File: src/rtl/systolic_pkg.sv
// Shared types and constants for the systolic tile scheduler and array-level benches.
package systolic_pkg;

    typedef enum logic [1:0] {
        IDLE,
        FEED,
        DRAIN,
        WAIT_OUT
    } sched_state_e;

    function automatic int drain_lat(input int rows, input int cols, input int pipe_lat);
        return rows + cols + pipe_lat;
    endfunction

    function automatic int max_int(input int a, input int b);
        return (a > b) ? a : b;
    endfunction

endpackage

File: src/rtl/sched_beat_ctr.sv
// Loadable down-counter shared by the beat and drain phases; load wins over decrement.
module sched_beat_ctr #(
    parameter int W = 8
) (
    input  logic         clk,
    input  logic         rst,
    input  logic         load,
    input  logic [W-1:0] load_val,
    input  logic         dec,
    output logic [W-1:0] count,
    output logic         zero,
    output logic         tc
);

    always_ff @(posedge clk) begin
        if (rst) begin
            count <= '0;
        end else if (load) begin
            count <= load_val;
        end else if (dec && !zero) begin
            count <= count - W'(1);
        end
    end

    assign zero = (count == '0);
    assign tc   = (count == W'(1));

endmodule

File: src/rtl/systolic_tile_sched.sv
// Tile sequencer: streams K operand beats per tile, waits for the array to drain, then hands off the result.
// States: IDLE wait for command | FEED stream k_len beats | DRAIN wait array latency | WAIT_OUT hold res_valid.
module systolic_tile_sched
    import systolic_pkg::*;
#(
    parameter int ROWS     = 64,
    parameter int COLS     = 64,
    parameter int PIPE_LAT = 3,
    parameter int K_MAX    = 256,
    parameter int TILE_W   = 8,
    parameter int ADDR_W   = 16
) (
    input  logic                       clk,
    input  logic                       rst,
    input  logic                       start,
    input  logic [$clog2(K_MAX+1)-1:0] k_len,
    input  logic [TILE_W-1:0]          num_tiles,
    output logic                       op_rd_en,
    output logic [ADDR_W-1:0]          op_rd_addr,
    output logic                       array_en,
    output logic                       array_clr,
    output logic                       res_valid,
    input  logic                       res_ready,
    output logic [TILE_W-1:0]          tile_idx,
    output logic                       busy,
    output logic                       done,
    output logic                       cfg_err,
    output logic [31:0]                perf_cycles
);

    localparam int DRAIN_LAT = drain_lat(ROWS, COLS, PIPE_LAT);
    localparam int KW        = $clog2(K_MAX + 1);
    localparam int CNT_W     = $clog2(max_int(K_MAX, DRAIN_LAT) + 1);

    sched_state_e      state, state_nxt;
    logic [KW-1:0]     k_len_q;
    logic [TILE_W-1:0] num_tiles_q;
    logic [KW-1:0]     beat;

    logic              cnt_load, cnt_dec, cnt_zero, cnt_tc;
    logic [CNT_W-1:0]  cnt_load_val, cnt;
    logic              accept, reject, tile_adv, finish;

    sched_beat_ctr #(.W(CNT_W)) u_ctr (
        .clk      (clk),
        .rst      (rst),
        .load     (cnt_load),
        .load_val (cnt_load_val),
        .dec      (cnt_dec),
        .count    (cnt),
        .zero     (cnt_zero),
        .tc       (cnt_tc)
    );

    always_ff @(posedge clk) begin
        if (rst) state <= IDLE;
        else     state <= state_nxt;
    end

    always_comb begin
        state_nxt    = state;
        cnt_load     = 1'b0;
        cnt_load_val = '0;
        cnt_dec      = 1'b0;
        accept       = 1'b0;
        reject       = 1'b0;
        tile_adv     = 1'b0;
        finish       = 1'b0;
        unique case (state)
            IDLE: begin
                if (start) begin
                    if (k_len == '0 || k_len > KW'(K_MAX) || num_tiles == '0) begin
                        reject = 1'b1;
                    end else begin
                        accept       = 1'b1;
                        state_nxt    = FEED;
                        cnt_load     = 1'b1;
                        cnt_load_val = CNT_W'(k_len);
                    end
                end
            end
            FEED: begin
                cnt_dec = 1'b1;
                if (cnt_tc || cnt_zero) begin
                    state_nxt    = DRAIN;
                    cnt_load     = 1'b1;
                    cnt_load_val = CNT_W'(DRAIN_LAT);
                end
            end
            DRAIN: begin
                cnt_dec = 1'b1;
                if (cnt_tc || cnt_zero) state_nxt = WAIT_OUT;
            end
            WAIT_OUT: begin
                if (res_ready) begin
                    if (tile_idx == num_tiles_q - TILE_W'(1)) begin
                        finish    = 1'b1;
                        state_nxt = IDLE;
                    end else begin
                        tile_adv     = 1'b1;
                        state_nxt    = FEED;
                        cnt_load     = 1'b1;
                        cnt_load_val = CNT_W'(k_len_q);
                    end
                end
            end
            default: state_nxt = IDLE;
        endcase
    end

    // Beat index recovered from the remaining-beat count; only meaningful in FEED.
    assign beat       = k_len_q - KW'(cnt);
    assign op_rd_en   = (state == FEED);
    assign op_rd_addr = op_rd_en ? (ADDR_W'(tile_idx) * ADDR_W'(K_MAX) + ADDR_W'(beat)) : '0;
    assign res_valid  = (state == WAIT_OUT);
    assign busy       = (state != IDLE);

    always_ff @(posedge clk) begin
        if (rst) begin
            k_len_q     <= '0;
            num_tiles_q <= '0;
            tile_idx    <= '0;
            perf_cycles <= '0;
            done        <= 1'b0;
            cfg_err     <= 1'b0;
            array_en    <= 1'b0;
            array_clr   <= 1'b0;
        end else begin
            done      <= finish | reject;
            cfg_err   <= reject;
            array_en  <= op_rd_en;
            array_clr <= op_rd_en && (beat == '0);
            if (accept || reject) begin
                k_len_q     <= k_len;
                num_tiles_q <= num_tiles;
                tile_idx    <= '0;
                perf_cycles <= '0;
            end else begin
                if (tile_adv) tile_idx <= tile_idx + TILE_W'(1);
                if (busy && perf_cycles != '1) perf_cycles <= perf_cycles + 32'd1;
            end
        end
    end

endmodule

File: config.mk
export PLATFORM = sky130hd
export DESIGN_NAME = systolic_tile_sched
export DESIGN_NICKNAME = d
export VERILOG_FILES = /design/src/rtl/systolic_pkg.sv /design/src/rtl/sched_beat_ctr.sv /design/src/rtl/systolic_tile_sched.sv
export SDC_FILE = /design/constraint.sdc
export NUM_CORES = 1
export LEC_CHECK = 0
export ABC_AREA = 1
export CAP_MARGIN = 30
export CORE_MARGIN = 4
export CORE_UTILIZATION = 49
export DETAILED_ROUTE_END_ITERATION = 7
export HOLD_SLACK_MARGIN = 0.08
export PLACE_DENSITY = 0.84
export SYNTH_ARGS = -nofsm -noshare
export SYNTH_HDL_FRONTEND = slang
export SYNTH_SLANG_ARGS = --single-unit
File: constraint.sdc
create_clock -name clk -period 6.3 [get_ports clk]
set_input_delay 0.945 -clock clk [delete_from_list [all_inputs] [get_ports clk]]
set_output_delay 0.945 -clock clk [all_outputs]
set_load 0.1 [all_outputs]
== After elaboration in Yosys (flattened, before gate mapping) ==
Cells that the tools add are included.
Widths: inputs -> output; s select.
Storage, ports and cells
  flip-flop bits (word level): 72
  RAM bits: 0
  input bits: 21
  memories kept: 0
  memory bits (read-only): 0
  word-level logic and storage cells: 78
  latch bits: 0
  output and inout port bits: 63
Operators by class
  div/mod/pow operators: 0
  reduce and logical (&&, ||, !) cells: 18
  bitwise operators: 1
  multiply operators: 0
  shift operators: 0
  order comparisons: 1
  $add $sub $neg: 6
  eq/ne operators: 11
  mux-type cells: 31
Operators with widths (number)
  $mux 9: 6
  $add 32x1->32 const B: 1
  $ne 32x32->1 const B: 1
  $logic_not 9->1: 3
  $pmux 9 s3: 1
  $add 16x9->16: 1
  $mux 16: 1
  $mux 1: 15
  $mux 2: 5
  $eq 9x1->1 const B: 1
  $gt 9x9->1 const B: 1
  $sub 9x1->9 const B: 1
  $sub 9x9->9: 1
  $add 8x1->8 const B: 1
  $eq 8x8->1: 1
  $logic_not 8->1: 1
  $mux 8: 1
  $pmux 2 s4: 1
  $sub 8x1->8 const B: 1
  $ne 2x2->1 const B: 3
  $reduce_and 5->1: 1
  $eq 2x2->1 const B: 2
  $logic_or 1x1->1: 4
  $ne 2x1->1 const B: 2
  other kinds (8): 12

== Logic depth before layout (Yosys ltp) ==
Gate-level depths: netlist (run 1).
  depth after elaboration: 8
  gate-level depth with buffers: 18
  mapped depth without buffers: 18

== Hierarchy ==
From an unflattened synthesis (run 1), not the netlist that was laid out.
Second synthesis, totals
  cell total of the unflattened synthesis: 794
  area, all modules: 5156.2 um2
By module, submodules not included
  systolic_tile_sched: cells an instance 674, instances 1, area an instance 4433.0 um2
  sched_beat_ctr: cells an instance 120, instances 1, area an instance 723.2 um2

== Worst setup path after synthesis (run 1) ==
No wires, ideal clock.
  path type: register to output
  from: reg u_ctr.count[0]
  to: out op_rd_addr[13]
  stages on the path, launching flop included: 14
  path buffers: 0
  data arrival time: 3989 ps
  path slack: 1366 ps
  cell sequence: dfxtp_1 > ha_1 > inv_1 > fa_1 > a21oi_1 > o21bai_1 > nand2_1 > o311ai_0 > xor2_1 > inv_1 > ha_1 > nand2_1 > nor3_1 > nor3_1
Between the ends
  word-level cells in the longest chain between the ends: 3
Ends and longest elaborated chain
  start: declaration: RTL line sched_beat_ctr.sv:10  | output logic [W-1:0] count,
  start signal: assignment: RTL line sched_beat_ctr.sv:19  | count <= load_val;
  start signal: assignment: RTL line sched_beat_ctr.sv:21  | count <= count - W'(1);
  $sub 9x9->9: RTL line systolic_tile_sched.sv:112  | assign beat = k_len_q - KW'(cnt);
  $add 16x9->16: RTL line systolic_tile_sched.sv:114  | assign op_rd_addr = op_rd_en ? (ADDR_W'(tile_idx) * ADDR_W'(K_MAX) + ADDR_W'(beat)) : '0;
  $mux 16: RTL line systolic_tile_sched.sv:114
  end: declaration: RTL line systolic_tile_sched.sv:19  | output logic [ADDR_W-1:0] op_rd_addr,
Every way passes these cells.

== Worst setup path in the final report (run 1) ==
  from: reg u_ctr.count[0]
  to: out op_rd_addr[15]
The elaborated chain is that of the path after synthesis.

==> flow_summary.ini, run 1 <==
[logic_synthesis]
post_synthesis_xor_xnor_area_fraction = 0.0622
synth_enable_flop_cells = 0
synth.cell_area_sq_um = 4790
synthesis.nets = 773
yosys_warnings = 0
postSynthCellCount = 732
postSynthRegisterBits = 72
largest_family_of_logic_cells_by_synthesized_area = simple AND/OR/NAND/NOR gates
synth_async_sr_flop_share = 0
synth_compound_gate_area_share = 0.122
yosys.area_share.adder = 0.0538
synth_cell_types = 42
post_synth_and_or_nand_nor_area_fraction = 0.371
synthMuxAreaShare = 0
postSynthAreaPerCell_sq_um = 6.54
synth_sequential_area_ratio = 0.301
synth-main-ff-cell = dfxtp_1

[finish]
antenna-diode-count = 0
share_of_final_layout_standard_cells_stronger_than_drive_strength_1 = 0.0598
synthToLayoutAreaGrowth_pct = 24.9
leading_cell_type_in_the_layout_fill_and_taps_excluded = nand2_1
final_util = 0.638
fin_nets = 855
mostFrequentLayoutCells = nand2_1 (191), inv_1 (85), clkdlybuf4s50_1 (83)
fin_cells = 948

[floorplan]
core_region_area_sq_um = 9370
die_height_um = 107
num_rows = 35
die_x_um = 107
floorplan.initialDensity = 0.511
boundaryPins = 84
fp.dieArea_sq_um = 11400

[power_and_ir_drop]
power_density_nw_per_um2 = 357
cellLeakagePower_nw = 2.40
worst_ir_drop_vdd_mv = 0.273

[grt]
grt_use_total = 0.247
grt-ovfl-total = 0
grt_antenna_before_repair = 0
number_of_global_route_vias_before_repair = 4918
grt_start_max_net_pins = 25
grt_first_pass_wirelength_um = 23100

[sta]
slew_headroom = 0.342
rsz_0062_raised_after_global_routing = no
layout_min_cycle_time_ns = 5.31
setup_ws_ns = 0.985
top_achievable_clock_speed_ghz = 0.188
worst_pin_slew_ns = 0.984
finalCritPeriodShare = 0.844
hold_viol_final = 0
timing.clock.skew_ns = 0.0115
drv_slew = 0
totalNegativeSetupSlack_ns = 0
setup-violations-final = 0

[setup_path]
launching_element_type_of_the_critical_path = flip-flop
cp_max_fo = 4
data_required_time_of_the_critical_path_ns = 5.35
cp-end-kind = output pin
start_to_end_type_of_the_worst_setup_path = reg -> out
critPathArrivalTime_ns = 4.37

[clock_tree]
clock_sinks = 72
ctsRootBufferMaster = clkbuf_8
tritoncts.num_buffers = 9
cts.path.max_buffers = 2
tritoncts = built
clock_tree.htree_level_count = 3
clkSlewWorstSetupHoldPaths_ns = 0.09
cts_hold_buf = 0
insertion_delay_ns = 0.35
cts-resized-gates = 0
cts_setup_buffers = 0

[detailed_routing]
drtIter0Drc = 291
drt-vias-per-instance = 5.41
wl_per_cell_um = 14.7
vias = 5128
drt_antenna_net_count = 0
first_pass_iters = 5
wirelength_um = 13900
drc = 0

[run]
cap_violations = 0

[place]
pre_cts_ws_ns = 1.47
io_buffer_count = 83
post-place-cells = 932
dp.final_hpwl_um = 10400
place.gp.congestion = 0.934

[status]
outcome = completed

[hold_path]
worstHoldPathType = reg -> reg
[critical path: stages, from the launching register on]
cell	delay, ns
dfxtp_1	0.40
ha_1	0.17
inv_1	0.06
fa_1	0.40
a21oi_1	0.20
o21bai_1	0.14
nand2_1	0.09
o311ai_0	0.15
xor2_1	0.20
inv_1	0.15
ha_1	0.23
nand2_1	0.11
nor3_1	0.27
nand2_1	0.11
a21oi_1	0.17
clkdlybuf4s50_1	1.16
[area by class of cell]
cell class	count	area, sq um
inverter	99	377
sequential	72	1440
tap	129	161
clock buffer	9	124
multi-input combinational	547	2920
clock inverter	7	96.3
fill	867	3390
timing repair buffer	85	866
[flip-flops by register name, summed over array words and instances (netlist names)]
signal       flops
state            2
perf_cycles     32
cfg_err          1
u_ctr.count      9
num_tiles_q      8
tile_idx         8
array_clr        1
done             1
k_len_q          9
array_en         1
[logic make-up (layout without fill, tap and decap cells)]
family	count (synthesis)	in the layout
AO/OA/AOI/OAI	106	106
XOR/XNOR	34	34
adder cells (fa/ha/maj)	20	20
buffers and inverters	113	200
flip-flops	72	72
AND/OR/NAND/NOR	387	387
[cells in the mapped netlist (8+ instances only)]
| library cell | count | area (sq um) |
|---|---|---|
| nand2_1 | 191 | 717 |
| inv_1 | 85 | 319 |
| nor2_1 | 80 | 300 |
| dfxtp_1 | 72 | 1440 |
| a21oi_1 | 52 | 260 |
| nand3_1 | 37 | 185 |
| o21ai_0 | 31 | 155 |
| xor2_1 | 26 | 228 |
| nand4_1 | 24 | 150 |
| nor3_1 | 20 | 100 |
| ha_1 | 19 | 238 |
| clkbuf_1 | 12 | 45.0 |
| nor4_1 | 9 | 56.3 |
| inv_2 | 8 | 30.0 |
| xnor2_1 | 8 | 70.1 |
[layer usage]
metal / global-route usage / share of wire
met3: 0.0373 / 0.075
met5: 0 / 0
met4: 0.109 / 0.027
met1: 0.317 / 0.43
met2: 0.409 / 0.47
[power by group]
group          switching, mW  internal [mW]
Clock                  0.194          0.223
Sequential            0.0553          0.510
Combinational          0.820          0.336
[path summary, 6_finish.rpt]
check | startpoint | to | slack (ns) | cells past startpoint
setup / recovery | u_ctr.count[0] | op_rd_addr[15] | 0.99 | 15
hold / removal | num_tiles_q[7] | num_tiles_q[7] | 0.47 | 2
setup reg to reg | state[0] | perf_cycles[24] | 3.47 | 10
hold reg to reg | num_tiles_q[7] | num_tiles_q[7] | 0.47 | 2
[through the flow]
step | cell area, sq um | hold slack, ns | total power [mW]
final | 5980 | 0.470 | 2.14
after global routing | 5980 | 0.479 | 2.26
after CTS | 5980 | 0.470 | 2.12
after detailed placement | 5760 | 0.458 | 1.71
after global placement | 5740 | 0.449 | 1.67
after floorplan | 4790 | 0.439 | 1.44
Power figures use the tool's default switching activity.
==> run 2, diff against run 1 <==
PLACE_DENSITY = 0.87   (was 0.84)
clock period = 4.6 ns   (was 6.3 ns; I/O delays follow)
==> flow_summary.ini, run 2 (same netlist as run 1, synthesis figures left out) <==
[grt]
grt_use_total = 0.226
grt-ovfl-total = 0
number_of_global_route_vias_before_repair = 4529
grt_first_pass_wirelength_um = 21200
grt_antenna_before_repair = 0
grt_start_max_net_pins = 26

[sta]
hold_ws_ns = 0.464
finalCritPeriodShare = 0.892
layout_min_cycle_time_ns = 4.10
timing.clock.skew_ns = 0.0103
totalNegativeSetupSlack_ns = 0
slew_headroom = 0.346
worst_pin_slew_ns = 0.979
setup-violations-final = 0
setup_ws_ns = 0.499
rsz_0062_raised_after_global_routing = no
drv_slew = 0
hold_viol_final = 0
top_achievable_clock_speed_ghz = 0.244

[setup_path]
startpoint_of_the_worst_slack_reg_to_reg_timing_path = perf_cycles[0]
crit_top_cell = nand2_1
worst_setup_path_endpoint = op_rd_addr[15]
critical_path_buf_inv_count = 3
slowest_stage = fa_1
cp_max_fo = 4
cp-end-kind = output pin
ff2ff_path_depth = 13
cpPeakStageDelay_ns = 0.40
launching_element_type_of_the_critical_path = flip-flop
timing.critical_path.max_delay_family = adder cells
timing.critical_path.cells = ha_1, inv_1, fa_1, a21oi_1, o21bai_1, nand2_1, o311ai_0, xor2_1, inv_1, ha_1, nand2_1, nor3_1, nand2_1, a21oi_1, buf_4
cp_num_cells = 15
data_required_time_of_the_critical_path_ns = 3.91
reg2reg_to = perf_cycles[10]
timing.critical_path.from = u_ctr.count[0]
worst-r2r-setup-slack_ns = 2.24
critPathArrivalTime_ns = 3.41
start_to_end_type_of_the_worst_setup_path = reg -> out

[power_and_ir_drop]
power_density_nw_per_um2 = 477
p_seq_frac = 0.273
clock_power_share = 0.187
cellLeakagePower_nw = 2.42
share_comb_of_total_power = 0.540
switching_share = 0.504
worst_ir_drop_vdd_mv = 0.354
finalPower_mw = 2.84
power_switching_mw = 1.43
internal_power_mw = 1.41

[clock_tree]
cts.path.max_buffers = 2
ctsRootBufferMaster = clkbuf_8
clock_sinks = 72
cts_setup_buffers = 0
cts-resized-gates = 0
tritoncts.num_buffers = 9
insertion_delay_ns = 0.35
clkSlewWorstSetupHoldPaths_ns = 0.09
cts_hold_buf = 0
tritoncts = built
clock_tree.htree_level_count = 3

[finish]
leading_cell_type_in_the_layout_fill_and_taps_excluded = nand2_1
fin_nets = 856
fillers = 906
mostFrequentLayoutCells = nand2_1 (191), inv_1 (85), nor2_1 (80)
largest_register = perf_cycles
final_util = 0.634
final_area_sq_um = 5950
share_of_final_layout_standard_cells_stronger_than_drive_strength_1 = 0.0780
sequential_cell_area_sq_um = 1440
synthToLayoutAreaGrowth_pct = 24.1
area_of_the_multi_input_gates_sq_um = 2920
fin_cells = 949
antenna-diode-count = 0
largest_register_ffs = 32
biggestRegsByFlops = perf_cycles: 32 flops, k_len_q: 9 flops, u_ctr.count: 9 flops

[floorplan]
boundaryPins = 84
die_height_um = 107
fp.dieArea_sq_um = 11400
core_region_area_sq_um = 9370
die_x_um = 107
num_rows = 35
floorplan.initialDensity = 0.511

[detailed_routing]
drc = 0
vias = 5024
wl_per_cell_um = 13.5
drtIter0Drc = 313
drt-vias-per-instance = 5.29
wirelength_um = 12800
drt_antenna_net_count = 0
first_pass_iters = 5

[place]
io_buffer_count = 83
dpl-instance-area_sq_um = 5740
post-place-cells = 933
dp.final_hpwl_um = 9720
place.gp.congestion = 0.902
pre_cts_ws_ns = 0.914

[hold_path]
worstHoldPathType = reg -> reg

[run]
cap_violations = 0

[status]
outcome = completed
==> run 2: worst min-delay path by stage <==
stage	startpoint	to	slack, ns	depth (start not counted)
after floorplan	num_tiles_q[7]	num_tiles_q[7]	0.44	2
after global placement	num_tiles_q[7]	num_tiles_q[7]	0.45	2
after detailed placement	num_tiles_q[7]	num_tiles_q[7]	0.45	2
after CTS	num_tiles_q[7]	num_tiles_q[7]	0.47	2
after global routing	num_tiles_q[7]	num_tiles_q[7]	0.51	2
final	num_tiles_q[7]	num_tiles_q[7]	0.46	2
==> run 2: power by group through the flow <==
stage | registers (mW) | clock network (mW) | logic [mW]
3_5_place_dp | 0.787 | 0 | 1.52
4_1_cts | 0.774 | 0.535 | 1.53
5_1_grt | 0.786 | 0.565 | 1.68
3_3_place_gp | 0.783 | 0 | 1.50
2_1_floorplan | 0.851 | 0 | 1.12
6_report | 0.776 | 0.531 | 1.53
==> run 2: per-layer routing <==
metal / global-route usage / share of wire
met5: 0 / 0
met4: 0.0731 / 0.019
met3: 0.0337 / 0.076
met2: 0.370 / 0.47
met1: 0.305 / 0.44
==> run 2: layout make-up <==
cell class | count | area share
repair buffers | 86 | 0.141
flip-flops and latches | 72 | 0.242
multi-input cells | 547 | 0.492
well taps | 129 | 0.0271
inverters | 99 | 0.0633
clock inverters | 7 | 0.0133
clock buffers | 9 | 0.0208
==> run 2: worst register-to-register path, cell delays in order, from the launching register on <==
cell     delay, ns
dfxtp_1       0.42
ha_1          0.26
inv_1         0.11
nor4_4        0.26
nand2_1       0.10
nor2_1        0.09
nand2_1       0.09
nand2_4       0.24
inv_2         0.21
nand2_1       0.15
inv_1         0.06
nand2_1       0.07
o21ai_0       0.08
a21oi_1       0.12
==> run 3, diff against run 2 <==
PLACE_DENSITY = 0.86   (was 0.87)
SYNTH_HIERARCHICAL = 1   (was unset)
==> flow_summary.ini, run 3 <==
[grt]
grt_first_pass_wirelength_um = 24600
grt_antenna_before_repair = 0
number_of_global_route_vias_before_repair = 5162
grt_start_max_net_pins = 32
grt-ovfl-total = 0
grt_use_total = 0.237

[sta]
layout_min_cycle_time_ns = 3.91
rsz_0062_raised_after_global_routing = no
hold_viol_final = 0
slew_headroom = 0.315
drv_slew = 0
setup-violations-final = 0
top_achievable_clock_speed_ghz = 0.256
timing.clock.skew_ns = 0.0122
worst_pin_slew_ns = 1.02
finalCritPeriodShare = 0.850
totalNegativeSetupSlack_ns = 0

[power_and_ir_drop]
worst_ir_drop_vdd_mv = 0.347
power_density_nw_per_um2 = 474
cellLeakagePower_nw = 2.47

[place]
dpl-instance-area_sq_um = 6010
io_buffer_count = 83
dp.final_hpwl_um = 10900
place.gp.congestion = 1.01

[detailed_routing]
drt-vias-per-instance = 5.44
vias = 5507
drt_antenna_net_count = 0
first_pass_iters = 6
drc = 0
wirelength_um = 14500
drtIter0Drc = 597
wl_per_cell_um = 14.4

[setup_path]
ff2ff_path_depth = 15
data_required_time_of_the_critical_path_ns = 3.91
cp_num_cells = 17
cpPeakStageDelay_ns = 0.42
timing.critical_path.cells = ha_1, inv_1, fa_1, nand3_1, nand3_1, nand4_1, nand3_1, xor2_1, inv_1, ha_1, ha_1, nand2_1, inv_1, nand2_1, nor4_1, nor3_2, buf_4
timing.critical_path.max_delay_family = adder cells
startpoint_of_the_worst_slack_reg_to_reg_timing_path = num_tiles_q[0]
slowest_stage = fa_1
launching_element_type_of_the_critical_path = flip-flop
critPathArrivalTime_ns = 3.22
reg2reg_to = u_ctr/count[6]
worst-r2r-setup-slack_ns = 1.45
timing.critical_path.from = u_ctr/count[0]
cp-end-kind = output pin
worst_setup_path_endpoint = op_rd_addr[14]
critical_path_buf_inv_count = 4
start_to_end_type_of_the_worst_setup_path = reg -> out
cp_max_fo = 4

[status]
outcome = completed

[clock_tree]
cts_hold_buf = 0
ctsRootBufferMaster = clkbuf_8
cts.path.max_buffers = 2
cts_setup_buffers = 0
clock_sinks = 72
clkSlewWorstSetupHoldPaths_ns = 0.07
cts-resized-gates = 0
tritoncts.num_buffers = 9
clock_tree.htree_level_count = 3
tritoncts = built
insertion_delay_ns = 0.35

[logic_synthesis]
synth_async_sr_flop_share = 0
postSynthAreaPerCell_sq_um = 6.49
most_numerous_cell_in_the_yosys_netlist = nand2_1
post-synth-top-area-fraction = 0.280
synth_cell_types = 48
synth_sequential_area_ratio = 0.280
synth.area.top_cells = dfxtp_1 (28%), nand2_1 (14%), inv_1 (7.3%)
postSynthRegisterBits = 72
synth-main-ff-cell = dfxtp_1
synthDominantAreaCellType = dfxtp_1
synthTopCellsByCount = nand2_1 (199), inv_1 (100), nor2_1 (79), dfxtp_1 (72), nand3_1 (60)
synth_enable_flop_cells = 0
synth.cell_area_sq_um = 5160
postSynthCellCount = 794
yosys_warnings = 6
synthesis.nets = 836

[finish]
fin_nets = 913
mostFrequentLayoutCells = nand2_1 (199), inv_1 (100), nor2_1 (79)
final_util = 0.607
antenna-diode-count = 0
leading_cell_type_in_the_layout_fill_and_taps_excluded = nand2_1
largest_register_ffs = 32
final_area_sq_um = 6240
share_of_final_layout_standard_cells_stronger_than_drive_strength_1 = 0.107
synthToLayoutAreaGrowth_pct = 21.1
biggestRegsByFlops = perf_cycles: 32 flops, k_len_q: 9 flops, u_ctr/count: 9 flops
largest_register = perf_cycles

[floorplan]
boundaryPins = 84
floorplan.initialDensity = 0.502
die_x_um = 111
die_height_um = 111
fp.dieArea_sq_um = 12200
core_region_area_sq_um = 10300
num_rows = 37

[run]
cap_violations = 0

[hold_path]
min_path_cells = 2
worstHoldPathType = reg -> reg
## run 3: cell types whose count changed in the layout (fill, tap and decap cells not counted), sizes merged, moves of 8 or more
cell,delta
nand2,+21
nor4,-8
a21oi,+13
nand4,-11
inv,+10
nand3,+23
## run 3: report_power, final
| group | leakage [nW] | switching (mW) | internal [mW] |
|---|---|---|---|
| Combinational | 1.77 | 1.13 | 0.454 |
| Clock | 0.112 | 0.243 | 0.362 |
| Sequential | 0.585 | 0.0809 | 0.695 |
| Total | 2.47 | 1.45 | 1.51 |
## run 3: routing by layer
layer / share of wire / GRT usage / routed length [um] / vias up
met5: 0 / 0 / 0 / -
met1: 0.44 / 0.329 / 6370 / 2499
met3: 0.084 / 0.0433 / 1230 / 37
met4: 0.024 / 0.0780 / 350 / 0
met2: 0.45 / 0.371 / 6590 / 264
li1: - / - / - / 2707
## run 3: metrics by stage
stage / power [mW] / worst slack [ns] / std cells / hold WS [ns]
after global routing: 3.17 / 0.367 / 1012 / 0.513
after detailed placement: 2.34 / 0.937 / 996 / 0.468
final: 2.96 / 0.688 / 1012 / 0.478
after CTS: 2.95 / 0.712 / 1012 / 0.479
after floorplan: 2.08 / 0.249 / 794 / 0.438
after global placement: 2.32 / 1.10 / 996 / 0.459
## run 3: cell families (layout without fill, tap and decap cells)
logic type,count (synthesis),after routing,synth area share
AO/OA/AOI/OAI,120,120,0.138
adder cells (fa/ha/maj),21,21,0.0524
flip-flops,72,72,0.280
XOR/XNOR,30,30,0.0510
buffers and inverters,130,212,0.110
AND/OR/NAND/NOR,421,421,0.369
## run 3: worst reg2reg max path, stage by stage, from the launching register on
cell	delay, ns
dfxtp_1	0.31
inv_1	0.14
ha_1	0.21
nand2_1	0.11
nor2_1	0.14
nand2_1	0.10
o21ai_0	0.16
nor2_1	0.05
nand3_1	0.07
buf_4	0.26
nand2_4	0.14
a31oi_1	0.60
inv_2	0.29
or2_2	0.35
nand3_1	0.08
a21oi_1	0.06
## run 3: how the worst min path moves through the flow
stage,from,to,slack (ns)
2_1_floorplan,num_tiles_q[7],num_tiles_q[7],0.44
4_1_cts,num_tiles_q[7],num_tiles_q[7],0.48
6_report,num_tiles_q[7],num_tiles_q[7],0.48
3_3_place_gp,num_tiles_q[1],num_tiles_q[1],0.46
5_1_grt,num_tiles_q[7],num_tiles_q[7],0.51
3_5_place_dp,num_tiles_q[7],num_tiles_q[7],0.47
## run 3: final cells by class
class / instances / area (sq um)
inverter: 109 / 409
clock buffer: 13 / 139
timing repair buffer: 87 / 833
multi-input combinational: 592 / 3160
tap: 136 / 170
sequential: 72 / 1440
fill: 962 / 4030
clock inverter: 3 / 90.1
